File: src/rtl/spi_reg_ctrl.sv
// SPI register controller: decodes a command byte from an SPI slave and then
// streams reads or writes across an 8-entry register map (ID, six R/W, error count).
//
// state | meaning
// IDLE  | no frame; ID byte preloaded into the slave for the command phase
// CMD   | waiting for the command byte (bit7 read, bits[6:0] start address)
// WRITE | each received byte is written at addr and echoed back
// READ  | each received dummy byte is answered with reg[addr]
// ERR   | bad address; answer 8'hFF until the frame ends
module spi_reg_ctrl #(
  parameter logic [7:0] ID_VALUE = 8'h5A
) (
  input  logic        i_Clk,
  input  logic        i_Rst_L,
  input  logic        i_SPI_CS_n,
  input  logic        i_RX_DV,
  input  logic [7:0]  i_RX_Byte,
  output logic        o_TX_DV,
  output logic [7:0]  o_TX_Byte,
  output logic        o_Wr_Pulse,
  output logic [2:0]  o_Wr_Addr,
  output logic [7:0]  o_Wr_Data,
  output logic [47:0] o_Regs,
  output logic        o_Busy
);

  typedef enum logic [2:0] {IDLE, CMD, WRITE, READ, ERR} state_t;

  state_t      state;
  logic        cs_meta;
  logic        cs_s;
  logic        id_pending;
  logic [2:0]  addr;
  logic [47:0] regs_q;
  logic [7:0]  err_cnt;

  function automatic logic [7:0] reg_rd(input logic [2:0] a, input logic [47:0] r,
                                        input logic [7:0] e);
    case (a)
      3'd0:    reg_rd = ID_VALUE;
      3'd7:    reg_rd = e;
      default: reg_rd = r[{a - 3'd1, 3'b000} +: 8];
    endcase
  endfunction

  always_ff @(posedge i_Clk or negedge i_Rst_L) begin
    if (!i_Rst_L) begin
      cs_meta <= 1'b1;
      cs_s    <= 1'b1;
    end else begin
      cs_meta <= i_SPI_CS_n;
      cs_s    <= cs_meta;
    end
  end

  always_ff @(posedge i_Clk or negedge i_Rst_L) begin
    if (!i_Rst_L) begin
      state      <= IDLE;
      id_pending <= 1'b1;
      addr       <= 3'd0;
      regs_q     <= 48'h0;
      err_cnt    <= 8'h00;
      o_TX_DV    <= 1'b0;
      o_TX_Byte  <= 8'h00;
      o_Wr_Pulse <= 1'b0;
      o_Wr_Addr  <= 3'd0;
      o_Wr_Data  <= 8'h00;
      o_Busy     <= 1'b0;
    end else begin
      o_TX_DV    <= 1'b0;
      o_Wr_Pulse <= 1'b0;
      if (state != IDLE && cs_s) begin
        // CS release wins over a coincident byte; the ID is reloaded for the next frame
        state     <= IDLE;
        o_Busy    <= 1'b0;
        addr      <= 3'd0;
        o_TX_DV   <= 1'b1;
        o_TX_Byte <= ID_VALUE;
      end else begin
        unique case (state)
          IDLE: begin
            // only needed after reset; aborts load the ID on their own transition
            if (id_pending) begin
              id_pending <= 1'b0;
              o_TX_DV    <= 1'b1;
              o_TX_Byte  <= ID_VALUE;
            end
            if (!cs_s) begin
              state  <= CMD;
              o_Busy <= 1'b1;
            end
          end
          CMD: begin
            if (i_RX_DV) begin
              o_TX_DV <= 1'b1;
              if (i_RX_Byte[6:3] != 4'd0) begin
                state     <= ERR;
                o_TX_Byte <= 8'hFF;
                if (err_cnt != 8'hFF) err_cnt <= err_cnt + 8'd1;
              end else if (i_RX_Byte[7]) begin
                state     <= READ;
                o_TX_Byte <= reg_rd(i_RX_Byte[2:0], regs_q, err_cnt);
                addr      <= i_RX_Byte[2:0] + 3'd1;
              end else begin
                state     <= WRITE;
                o_TX_Byte <= 8'h00;
                addr      <= i_RX_Byte[2:0];
              end
            end
          end
          WRITE: begin
            if (i_RX_DV) begin
              o_TX_DV   <= 1'b1;
              o_TX_Byte <= i_RX_Byte;
              addr      <= addr + 3'd1;
              if (addr != 3'd0 && addr != 3'd7) begin
                regs_q[{addr - 3'd1, 3'b000} +: 8] <= i_RX_Byte;
                o_Wr_Pulse <= 1'b1;
                o_Wr_Addr  <= addr;
                o_Wr_Data  <= i_RX_Byte;
              end
            end
          end
          READ: begin
            if (i_RX_DV) begin
              o_TX_DV   <= 1'b1;
              o_TX_Byte <= reg_rd(addr, regs_q, err_cnt);
              addr      <= addr + 3'd1;
            end
          end
          ERR: begin
            if (i_RX_DV) begin
              o_TX_DV   <= 1'b1;
              o_TX_Byte <= 8'hFF;
            end
          end
          default: state <= IDLE;
        endcase
      end
    end
  end

  assign o_Regs = regs_q;

endmodule

File: config.mk
export PLATFORM = sky130hd
export DESIGN_NAME = spi_reg_ctrl
export DESIGN_NICKNAME = d
export VERILOG_FILES = /design/src/rtl/spi_reg_ctrl.sv
export SDC_FILE = /design/constraint.sdc
export NUM_CORES = 1
export LEC_CHECK = 0
export ABC_AREA = 1
export BUFFER_PORTS_ARGS = -buffer_cell sky130_fd_sc_hd__buf_2
export CORE_AREA = 2 2 114 116
export CTS_CLUSTER_DIAMETER = 40
export DETAILED_ROUTE_END_ITERATION = 10
export DIE_AREA = 0 0 116 118
export GPL_TIMING_DRIVEN = 0
export PLACE_DENSITY_LB_ADDON = 0.08
export SLEW_MARGIN = 20
export SYNTH_ARGS = -nofsm -noshare
export SYNTH_HDL_FRONTEND = slang
export SYNTH_SLANG_ARGS = --single-unit
export TNS_END_PERCENT = 5
File: constraint.sdc
create_clock -name i_Clk -period 2.96 [get_ports i_Clk]
set_clock_uncertainty 0.2 [all_clocks]
set_input_delay 0.592 -clock i_Clk [delete_from_list [all_inputs] [get_ports i_Clk]]
set_output_delay 0.592 -clock i_Clk [all_outputs]
set_load 0.005 [all_outputs]
Word level (Yosys, flattened, before mapping)
Cells that the tools add are included.

Register bits after elaboration: 87. Output and inout bits: 70.

Add/sub/neg operators: 6. Equality and inequality tests: 18. Shifts and indexed selects: 4. Mux-type cells: 35. Bitwise logic cells: 1. Reductions and logical operators: 21.

Operators with widths (number): $shiftx 48x7->8 (2); $mux 8 (8); $bwmux 48 (1); $shift 8x8->48 const A (1); $shiftx 8x8->48 (1); $pmux 8 s5 (1); $pmux 8 s2 (2); $mux 3 (9); $ne 3x3->1 const B (8); $mux 1 (11); $eq 3x3->1 const B (3); $logic_not 3->1 (3); $pmux 3 s3 (1); $reduce_bool 3->1 (3); $add 8x1->8 const B (1); $ne 8x8->1 const B (1); $neg 6->8 (1); $reduce_and 4->1 (2); $add 3x1->3 const B (2); $eq 3x2->1 const B (2); $pmux 3 s2 (1); $reduce_and 6->1 (1); $reduce_bool 6->1 (1); $sub 3x1->3 const B (2); other kinds (14) (17).

Depth between registers and ports, before layout
Gate-level depths: netlist of the first run.

Depth in word-level cells: 8. Mapped depth: 16. Depth with buffers taken out: 15.

Least setup slack after synthesis of the first run
No wires, ideal clock.

Path kind: reg-to-reg. Start point: register addr[0]. End point: register regs_q[0], in the netlist o_Regs[0]. Arrival time: 2662 ps. Data required time: 2628 ps. Path slack: -34 ps. Stages on the path, launching flop included: 14. Path buffers: 3. Cell sequence: dfrtp_1 buf_4 clkinv_1 buf_2 ha_1 inv_1 nand2_1 nand2_1 clkbuf_1 ha_1 inv_1 nand3_2 nor2_4 o22ai_1.

Cells in the longest elaborated chain, start to end: 4. Elaborated cells between the ends (all ways): 9. Those cells by class: add/sub: 2; eq/ne: 1; shift: 2; mux: 1; reduce/logical: 3.

RTL lines: start, declared (line 33) `logic [2:0] addr;`; start signal, assigned (line 103) `addr <= i_RX_Byte[2:0] + 3'd1;`; start signal, assigned (line 107) `addr <= i_RX_Byte[2:0];`; start signal, assigned (line 115) `addr <= addr + 3'd1;`; $sub 3x1->3 (line 117) `regs_q[{addr - 3'd1, 3'b000} +: 8] <= i_RX_Byte;`; $neg 6->8 (line 117); $shiftx 8x8->48 / $shift 8x8->48 (equally long branches) (line 117); $bwmux 48 (line 117); end signal, assigned by index (line 117); end, declared (line 34) `logic [47:0] regs_q;`.

Several ways; a longest one is shown, not always the timed one. A chain may end at the register's enable or synchronous reset.

Worst setup path in the final report of the first run
Start point: register addr[0]. End point: register o_TX_Byte[1].

Cells in the longest elaborated chain, start to end: 6. Elaborated cells between the ends (all ways): 8. Those cells by class: add/sub: 1; eq/ne: 1; shift: 1; mux: 4; reduce/logical: 1.

RTL lines: $sub 3x1->3 (line 42) `default: reg_rd = r[{a - 3'd1, 3'b000} +: 8];`; $shiftx 48x7->8 (line 42); $pmux 8 s2 * (line 39) `case (a)`; $mux 8 * (line 125) `if (i_RX_DV) begin`; $pmux 8 s5 * (line 80) `unique case (state)`; $mux 8 * (line 72) `if (state != IDLE && cs_s) begin`; end signal, assigned (line 102) `o_TX_Byte <= reg_rd(i_RX_Byte[2:0], regs_q, err_cnt);`; end signal, assigned (line 114) `o_TX_Byte <= i_RX_Byte;`; end signal, assigned (line 127) `o_TX_Byte <= reg_rd(addr, regs_q, err_cnt);`; end, declared (line 19) `output logic [7:0] o_TX_Byte,`.

Every way passes the cells marked *; elsewhere a longest branch is shown, timed or not. The select of a mux whose other input is x is not followed.

==> results.md, run 1 <==
- DRC: 0
- Port Buffers: 81
- Starting density of the core: 0.446
- # setup viols final: 0
- Post-Syn Area: 5530 sq um
- Slew margin rel.: 0.547
- DRT iter0 DRCs: 520
- Bufs and invs on worst path: 5
- Initial antenna violation count: 0
- Number of vias per cell: 5.21
- Crit-path slowest cell: clkbuf_1
- H-Tree Depth: 3
- CTS sink count: 87
- RSZ-0062 raised after global routing: false
- Synth Flop Type: dfrtp_1
- Largest cells by area after synthesis: dfrtp_1, nand2_1, nor2_1
- Wire length per cell: 17.5 um
- Status: complete, no violations
- Final worst slack: 150 ps
- First-pass GRT wire length: 29.3 mm
- Hold Slack: 28.0 ps
- Worst-path cell chain: buf_6 > clkinv_4 > buf_4 > ha_1 > buf_4 > clkbuf_1 > nand3_1 > nand3_1 > nand3_1 > nand2_1 > nand2_1 > nor2_1 > a21oi_1
- Synth top cells by count: nand2_1, dfrtp_1, nor2_1
- Critical Path Sink: o_TX_Byte[1]
- Hold Buf Count CTS: 0
- Nets: 922
- Die Ht: 118 um
- Total gr overflow: 0
- Flops & latches, synth: 87
- Most frequent cell on the critical path: nand3_1
- Dpl ws: -898 ps
- Global placement routability congestion: 0.924
- Data required, critical path: 3000 ps
- Cell depth of the worst setup path: 13
- Most Crowded Layer GR: met2
- Critical path class: flop to flop
- Final Max Slew Viols: 0
- Met1 Usage GRT: 0.424
- CTS tree: yes
- Final min period: 2810 ps
- Synth cell types: 39
- Peak Freq: 0.356 GHz
- Via count: 5596
- Area grow syn2layout: 20.4%
- I/O pin count: 82
- VDD IR max: 389 uV
- Worst r2r path cells: 13
- M2 GR Usage: 0.427
- Most frequent cell after synthesis: nand2_1
- Worst path top cell family by delay: buffers and inverters
- Drt total wl: 18.8 mm
- Reg2Reg Launch Point: addr[0]
- Final period util: 0.949
- Min-delay worst type: input pin to async pin
- Cell count after synthesis: 795
- Seq/Total Area, Yosys: 0.394
- Post-Syn Nets: 820
- Die X: 116 um
- Post-synth top area share: 0.380
- Clk slew on worst S/H paths: 60 ps
- CP startpoint: addr[0]
- Rows: 41
- P_leak: 3.39 nW
- Core area: 12400 sq um
- Pwr Density: 814 nW/um^2
- Longest Clk Path Bufs: 2
- Maxcap violations: 0
- Avg Cell Area, Syn: 6.96 sq um
- Post-synthesis async set-or-reset flop share: 1.00
- Die area: 13700 sq um
- Fin. Hold Viols: 0
- Post-synth EDFFs: 0
- Reg2reg setup slack: 150 ps
- CTS root buf: clkbuf_16
- Power Total: 5.42 mW
- Synth area leader: dfrtp_1
- Antenna-violating nets left: 0
- Slowest Stage Delay on Critical Path: 460 ps
- Antenna diodes: 0
- Cts bufs inserted: 9
- Gr usage total: 0.286
- CP Launch Type: flop
- Slew @ Worst Pin: 676 ps
- Pre-antenna DRT Iters: 6
- Crit path DAT: 2850 ps
- R2R Path End: o_TX_Byte[1]
- Met3 usage: 0.0417
- Largest net degree at the start of global routing: 48
- Crit-path max FO: 12
- HPWL after DPL: 14.9 mm
- Vias in the first global route: 5203
- Synth warn: 0
- Critical Path End Type: flop
- Fraction of layout cells with a size suffix above 1: 0.192
- Later-pin clock latency in the skew report: 350 ps
metrics by stage:
step / utilization / area [sq um] / std cells / TNS [ps]
3_5_place_dp: 0.498 / 6180 / 1049 / -36820
2_1_floorplan: - / 5530 / 795 / 0
3_3_place_gp: 0.496 / 6150 / 1048 / -34670
4_1_cts: 0.528 / 6560 / 1065 / 0
5_1_grt: 0.536 / 6660 / 1074 / 0
6_report: 0.536 / 6660 / 1074 / 0
state kept, by name (all words and copies together) (netlist names):
name	cells
cs_s	1
o_Busy	1
err_cnt	8
o_TX_DV	1
o_Wr_Addr	3
cs_meta	1
addr	3
o_Regs	48
o_Wr_Data	8
o_TX_Byte	8
id_pending	1
o_Wr_Pulse	1
state	3
cell type report:
class,count,area (sq um)
clock inverter,6,83.8
timing repair buffer,92,523
tap,172,215
fill,1314,5760
clock buffer,10,239
inverter,88,348
sequential,87,2180
multi-input combinational,590,2890
buffer,29,178
routing by layer:
metal	wire length [um]	share of wire	vias to the layer above
li1	-	-	2718
met4	415	0.022	0
met3	1120	0.059	33
met2	8380	0.45	213
met5	0	0	-
met1	8890	0.47	2632
cell families after synthesis:
family	Yosys count	share of synthesized area
and+or+nand+nor	441	0.345
AOI/OAI and AO/OA	129	0.130
buffers and inverters	118	0.0903
DFF	87	0.394
adders and majority gates	13	0.0294
xor gates and xnor gates	7	0.0111
worst min-delay path by stage:
stage                 start      endpoint  slack, ps
finish              i_Rst_L  o_Wr_Data[3]         30
global route        i_Rst_L  o_Wr_Data[3]         70
CTS                 i_Rst_L  o_Wr_Data[3]         50
detailed placement  cs_meta          cs_s        150
global placement    cs_meta          cs_s        150
floorplan           i_Rst_L       addr[0]        100
cells in the final DEF, fill, tap and decap left out, types with 5 or more instances in the layout:
cell       Yosys  layout
buf_2          8      86
buf_4          3      14
nor2_4         4       5
buf_6          4       6
nand3_1       48      48
nand2_1      283     283
clkbuf_1      14      11
clkbuf_16      0       9
o21ai_1       13      14
o21ai_0       47      46
inv_2          7       7
o22ai_1        6       6
nor2_1        82      80
ha_1          13      11
dfrtp_1       84      84
xor2_1         6       6
a21oi_1       44      44
inv_1         77      75
o21ai_2        8       8
timing repair:
item,4_1_cts,5_1_grt
resized for setup,11,13
buffers inserted,1,9
setup endpoints to repair,55,63
pin swaps,3,4
power breakdown:
part | switching, mW | internal, mW
Clock | 0.479 | 0.759
Combinational | 1.74 | 0.884
Sequential | 0.180 | 1.38
Total | 2.40 | 3.03
Power figures use the tool's default switching activity.
==> run 2, diff against run 1 <==
- CORE_AREA: 2 2 114 116 -> 2 2 147 91
- DIE_AREA: 0 0 116 118 -> 0 0 149 93
- HOLD_SLACK_MARGIN: default -> 0.15
==> results.md, run 2 (synthesis results as in run 1) <==
- Antenna-violating nets left: 0
- Die X: 149 um
- I/O pin count: 82
- Max reg flops: 48
- Final worst slack: 77.1 ps
- Peak Freq: 0.347 GHz
- DRC: 0
- Final min period: 2880 ps
- Crit-path slowest cell: ha_1
- DRT iter0 DRCs: 680
- Clk slew on worst S/H paths: 70 ps
- Via count: 5706
- Largest net degree at the start of global routing: 58
- # setup viols final: 0
- Die area: 13900 sq um
- Antenna diodes: 0
- Fraction of layout cells with a size suffix above 1: 0.194
- CTS root buf: clkbuf_16
- CTS sink count: 87
- Initial antenna violation count: 0
- Rows: 32
- CP Launch Type: input pin
- Drt total wl: 19.7 mm
- Wire length per cell: 18.4 um
- Fin. Hold Viols: 0
- Most frequent cell on the critical path: nand2_1
- Status: complete, no violations
- Crit-path max FO: 11
- Slowest Stage Delay on Critical Path: 450 ps
- Number of vias per cell: 5.34
- Data required, critical path: 3040 ps
- Slew @ Worst Pin: 700 ps
- Final Non-Filler Cells: 1068
- Most frequent cells in the layout: nand2_1, buf_2, dfrtp_1
- Min-delay worst type: flop to flop
- Pre-antenna DRT Iters: 5
- Global placement routability congestion: 0.955
- Slew margin rel.: 0.533
- Port Buffers: 81
- First-pass GRT wire length: 29.9 mm
- Total gr overflow: 0
- Area occupied by multi-input gates: 2900 sq um
- Crit path DAT: 2960 ps
- Longest Clk Path Bufs: 2
- Cts bufs inserted: 9
- Die Ht: 93 um
- Post-Place Cells: 1047
- Core area: 12600 sq um
- Area grow syn2layout: 19.8%
- Power Total: 5.39 mW
- Gr usage total: 0.293
- Worst-path cell chain: buf_2 > clkbuf_1 > inv_1 > buf_2 > ha_1 > clkbuf_2 > nand3_1 > nand2_1 > nand2_1 > nand3_1 > nand2_1 > nand2_1 > nand2_1 > a21oi_1
- Later-pin clock latency in the skew report: 350 ps
- Pwr Density: 813 nW/um^2
- Final period util: 0.974
- Vias in the first global route: 5173
- Critical path class: input pin to flop
- Utilization after layout: 0.527
- P_leak: 3.35 nW
- Final Max Slew Viols: 0
- HPWL after DPL: 15.6 mm
- Maxcap violations: 0
- Reg area: 2180 sq um
- Dpl ws: -723 ps
- Nets: 918
- VDD IR max: 396 uV
- CTS tree: yes
- Fill count: 1299
- RSZ-0062 raised after global routing: true
- Starting density of the core: 0.440
- H-Tree Depth: 3
- Commonest non-fill, non-tap cell in the layout: nand2_1
- Critical Path End Type: flop
run 2: critical path, delay by kind of cell:
| family | cells | cell delay [ps] |
|---|---|---|
| compound gates | 1 | 150 |
| fa+ha+maj | 1 | 450 |
| buf+inv | 5 | 1120 |
| simple gates | 7 | 640 |
run 2: layout make-up:
class | instances | share of cell area
multi-input combinational | 590 | 0.438
sequential | 87 | 0.329
timing repair buffer | 88 | 0.0732
inverter | 88 | 0.0530
clock buffer | 12 | 0.0387
tap | 170 | 0.0321
buffer | 28 | 0.0268
clock inverter | 4 | 0.00812
timing repair inverter | 1 | 0.00113
run 2: layer usage:
metal / track usage / part of all wire / wire, um
met4: 0.0579 / 0.012 / 227
met1: 0.471 / 0.50 / 9930
met3: 0.0707 / 0.10 / 1990
met5: 0 / 0 / 0
met2: 0.390 / 0.38 / 7520
run 2: report_power, final:
group,leakage (nW),total (mW),internal [mW],switching [mW]
clock network,0.145,1.21,0.703,0.504
registers,1.12,1.57,1.38,0.189
logic,2.08,2.61,0.805,1.81
run 2: repair_timing:
action	CTS	global route
cloned	0	1
endpoints found under the setup margin	54	66
endpoints found under the hold margin	28	0
hold buffers	2	0
resized for setup	13	24
setup buffers	0	4
pin swaps	2	4
run 2: path summary, 6_finish.rpt:
kind	cells after the start	from	slack (ps)	end
min in group asynchronous	2	i_Rst_L	510	o_Regs[19]
hold / removal	0	cs_meta	160	cs_s
max in group asynchronous	3	i_Rst_L	1400	state[1]
setup / recovery	14	i_RX_Byte[0]	80	o_TX_Byte[3]
hold reg to reg	0	cs_meta	160	cs_s
setup reg to reg	12	addr[0]	130	o_TX_Byte[4]
run 2: metrics by stage:
stage | cell area [sq um] | TNS [ps] | hold slack (ps)
6_report | 6630 | 0 | 161
5_1_grt | 6630 | -78.0 | 179
4_1_cts | 6550 | -67.7 | 165
3_5_place_dp | 6180 | -31160 | 147
3_3_place_gp | 6150 | -28910 | 146
2_1_floorplan | 5530 | 0 | 96.4
==> run 3, diff against run 2 <==
- CORE_AREA: 2 2 147 91 -> 2 2 196 121
- DIE_AREA: 0 0 149 93 -> 0 0 198 123
- RECOVER_POWER: default -> 50
- SETUP_SLACK_MARGIN: default -> 0.02
==> results.md, run 3 (synthesis results as in run 1) <==
- Status: complete, no violations
- Die X: 198 um
- Nets: 918
- Die area: 24400 sq um
- Reg2Reg Launch Point: addr[0]
- Critical Path End Type: flop
- Reg2reg setup slack: 130 ps
- CTS sink count: 87
- # setup viols final: 0
- Die Ht: 123 um
- Area grow syn2layout: 23.6%
- P_leak: 3.33 nW
- Fin. Hold Viols: 0
- R2R Path End: o_TX_Byte[4]
- DRC: 0
- Starting density of the core: 0.244
- Antenna-violating nets left: 0
- Crit path DAT: 2890 ps
- Core area: 22700 sq um
- RSZ-0062 raised after global routing: true
- Area occupied by multi-input gates: 2900 sq um
- Largest net degree at the start of global routing: 45
- Data required, critical path: 3020 ps
- Max reg flops: 48
- Min-delay worst type: flop to flop
- Worst-path cell chain: buf_6 > clkinv_4 > buf_4 > ha_1 > buf_4 > clkinvlp_4 > a21oi_2 > o21ai_0 > nand3_1 > a21oi_1 > nor2_1 > a21oi_1
- Longest Clk Path Bufs: 2
- Global placement routability congestion: 0.879
- Via count: 5401
- Rows: 43
- Antenna diodes: 0
- CP Launch Type: flop
- Hold Slack: 157 ps
- Worst path top cell family by delay: buffers and inverters
- Final period util: 0.957
- Wire length per cell: 18.1 um
- Fill count: 2558
- Reg area: 2180 sq um
- CTS tree: yes
- Slew @ Worst Pin: 1150 ps
- Slew margin rel.: 0.230
- DRT iter0 DRCs: 348
- Total gr overflow: 0
- Initial antenna violation count: 0
- CTS root buf: clkbuf_16
- Slowest Stage Delay on Critical Path: 390 ps
- Pre-antenna DRT Iters: 5
- Later-pin clock latency in the skew report: 370 ps
- Worst r2r path cells: 12
- Crit-path max FO: 12
- Crit-path slowest cell: dfrtp_1
- Drt total wl: 21.9 mm
- HPWL after DPL: 17.7 mm
- I/O pin count: 82
- Final min period: 2830 ps
- Maxcap violations: 0
- Vias in the first global route: 5223
- Peak Freq: 0.353 GHz
- VDD IR max: 446 uV
- Critical path class: flop to flop
- CP startpoint: addr[0]
- Cts bufs inserted: 9
- H-Tree Depth: 3
- Clk slew on worst S/H paths: 70 ps
- Cell depth of the worst setup path: 12
- Final Max Slew Viols: 0
- Commonest non-fill, non-tap cell in the layout: nand2_1
- Bufs and invs on worst path: 5
- Power Total: 5.66 mW
- Number of vias per cell: 4.45
- Pwr Density: 828 nW/um^2
- Critical Path Sink: o_TX_Byte[4]
- Port Buffers: 81
- Most frequent cells in the layout: nand2_1, dfrtp_1, nor2_1
- Fraction of layout cells with a size suffix above 1: 0.176
- First-pass GRT wire length: 33.2 mm
- Gr usage total: 0.190
-- run 3: cell type report --
type	instances	area share
tap	315	0.0576
clock buffer	9	0.0329
clock inverter	7	0.0210
multi-input combinational	590	0.424
timing repair buffer	90	0.0686
sequential	87	0.319
inverter	88	0.0510
buffer	27	0.0254
-- run 3: where the power goes --
group	switching, mW	internal, mW	total, mW
clock	0.542	0.914	1.46
sequential	0.187	1.38	1.57
combinational	1.79	0.840	2.63
total	2.52	3.14	5.66
-- run 3: per-layer routing --
layer  global-route usage  part of all wire
met3               0.0349             0.046
met5                    0                 0
met1                0.314              0.58
met2                0.241              0.36
met4               0.0475             0.013
-- run 3: worst min-delay path by stage --
stage	startpoint	endpoint	cells after the start	slack [ps]
floorplan	i_Rst_L	addr[0]	0	100
global placement	cs_meta	cs_s	0	150
detailed placement	cs_meta	cs_s	0	150
global route	cs_meta	cs_s	0	160
finish	cs_meta	cs_s	0	160
CTS	cs_meta	cs_s	0	160
-- run 3: timing repair --
action,4_1_cts,5_1_grt
pin swaps,3,4
gates resized for setup,15,16
buffers inserted,0,6
setup endpoints to repair,56,61
hold buffers,2,0
endpoints found under the hold margin,44,0
-- run 3: through the flow --
step	instances	setup WS, ps	area, sq um	util	TNS, ps
after floorplan	795	51.4	5530	-	0
after global placement	1191	-821	6330	0.280	-36540
after detailed placement	1192	-756	6360	0.281	-34130
after CTS	1209	12.7	6800	0.300	0
after global routing	1213	4.58	6840	0.302	0
final	1213	128	6840	0.302	0
-- run 3: worst reg2reg max path: cells and delay by family, from the launching register on --
kind / cells / cell delay (ps)
AOI/OAI and AO/OA: 4 / 530
and+or+nand+nor: 2 / 300
adders and majority gates: 1 / 290
buffers and inverters: 5 / 1020
DFF: 1 / 390
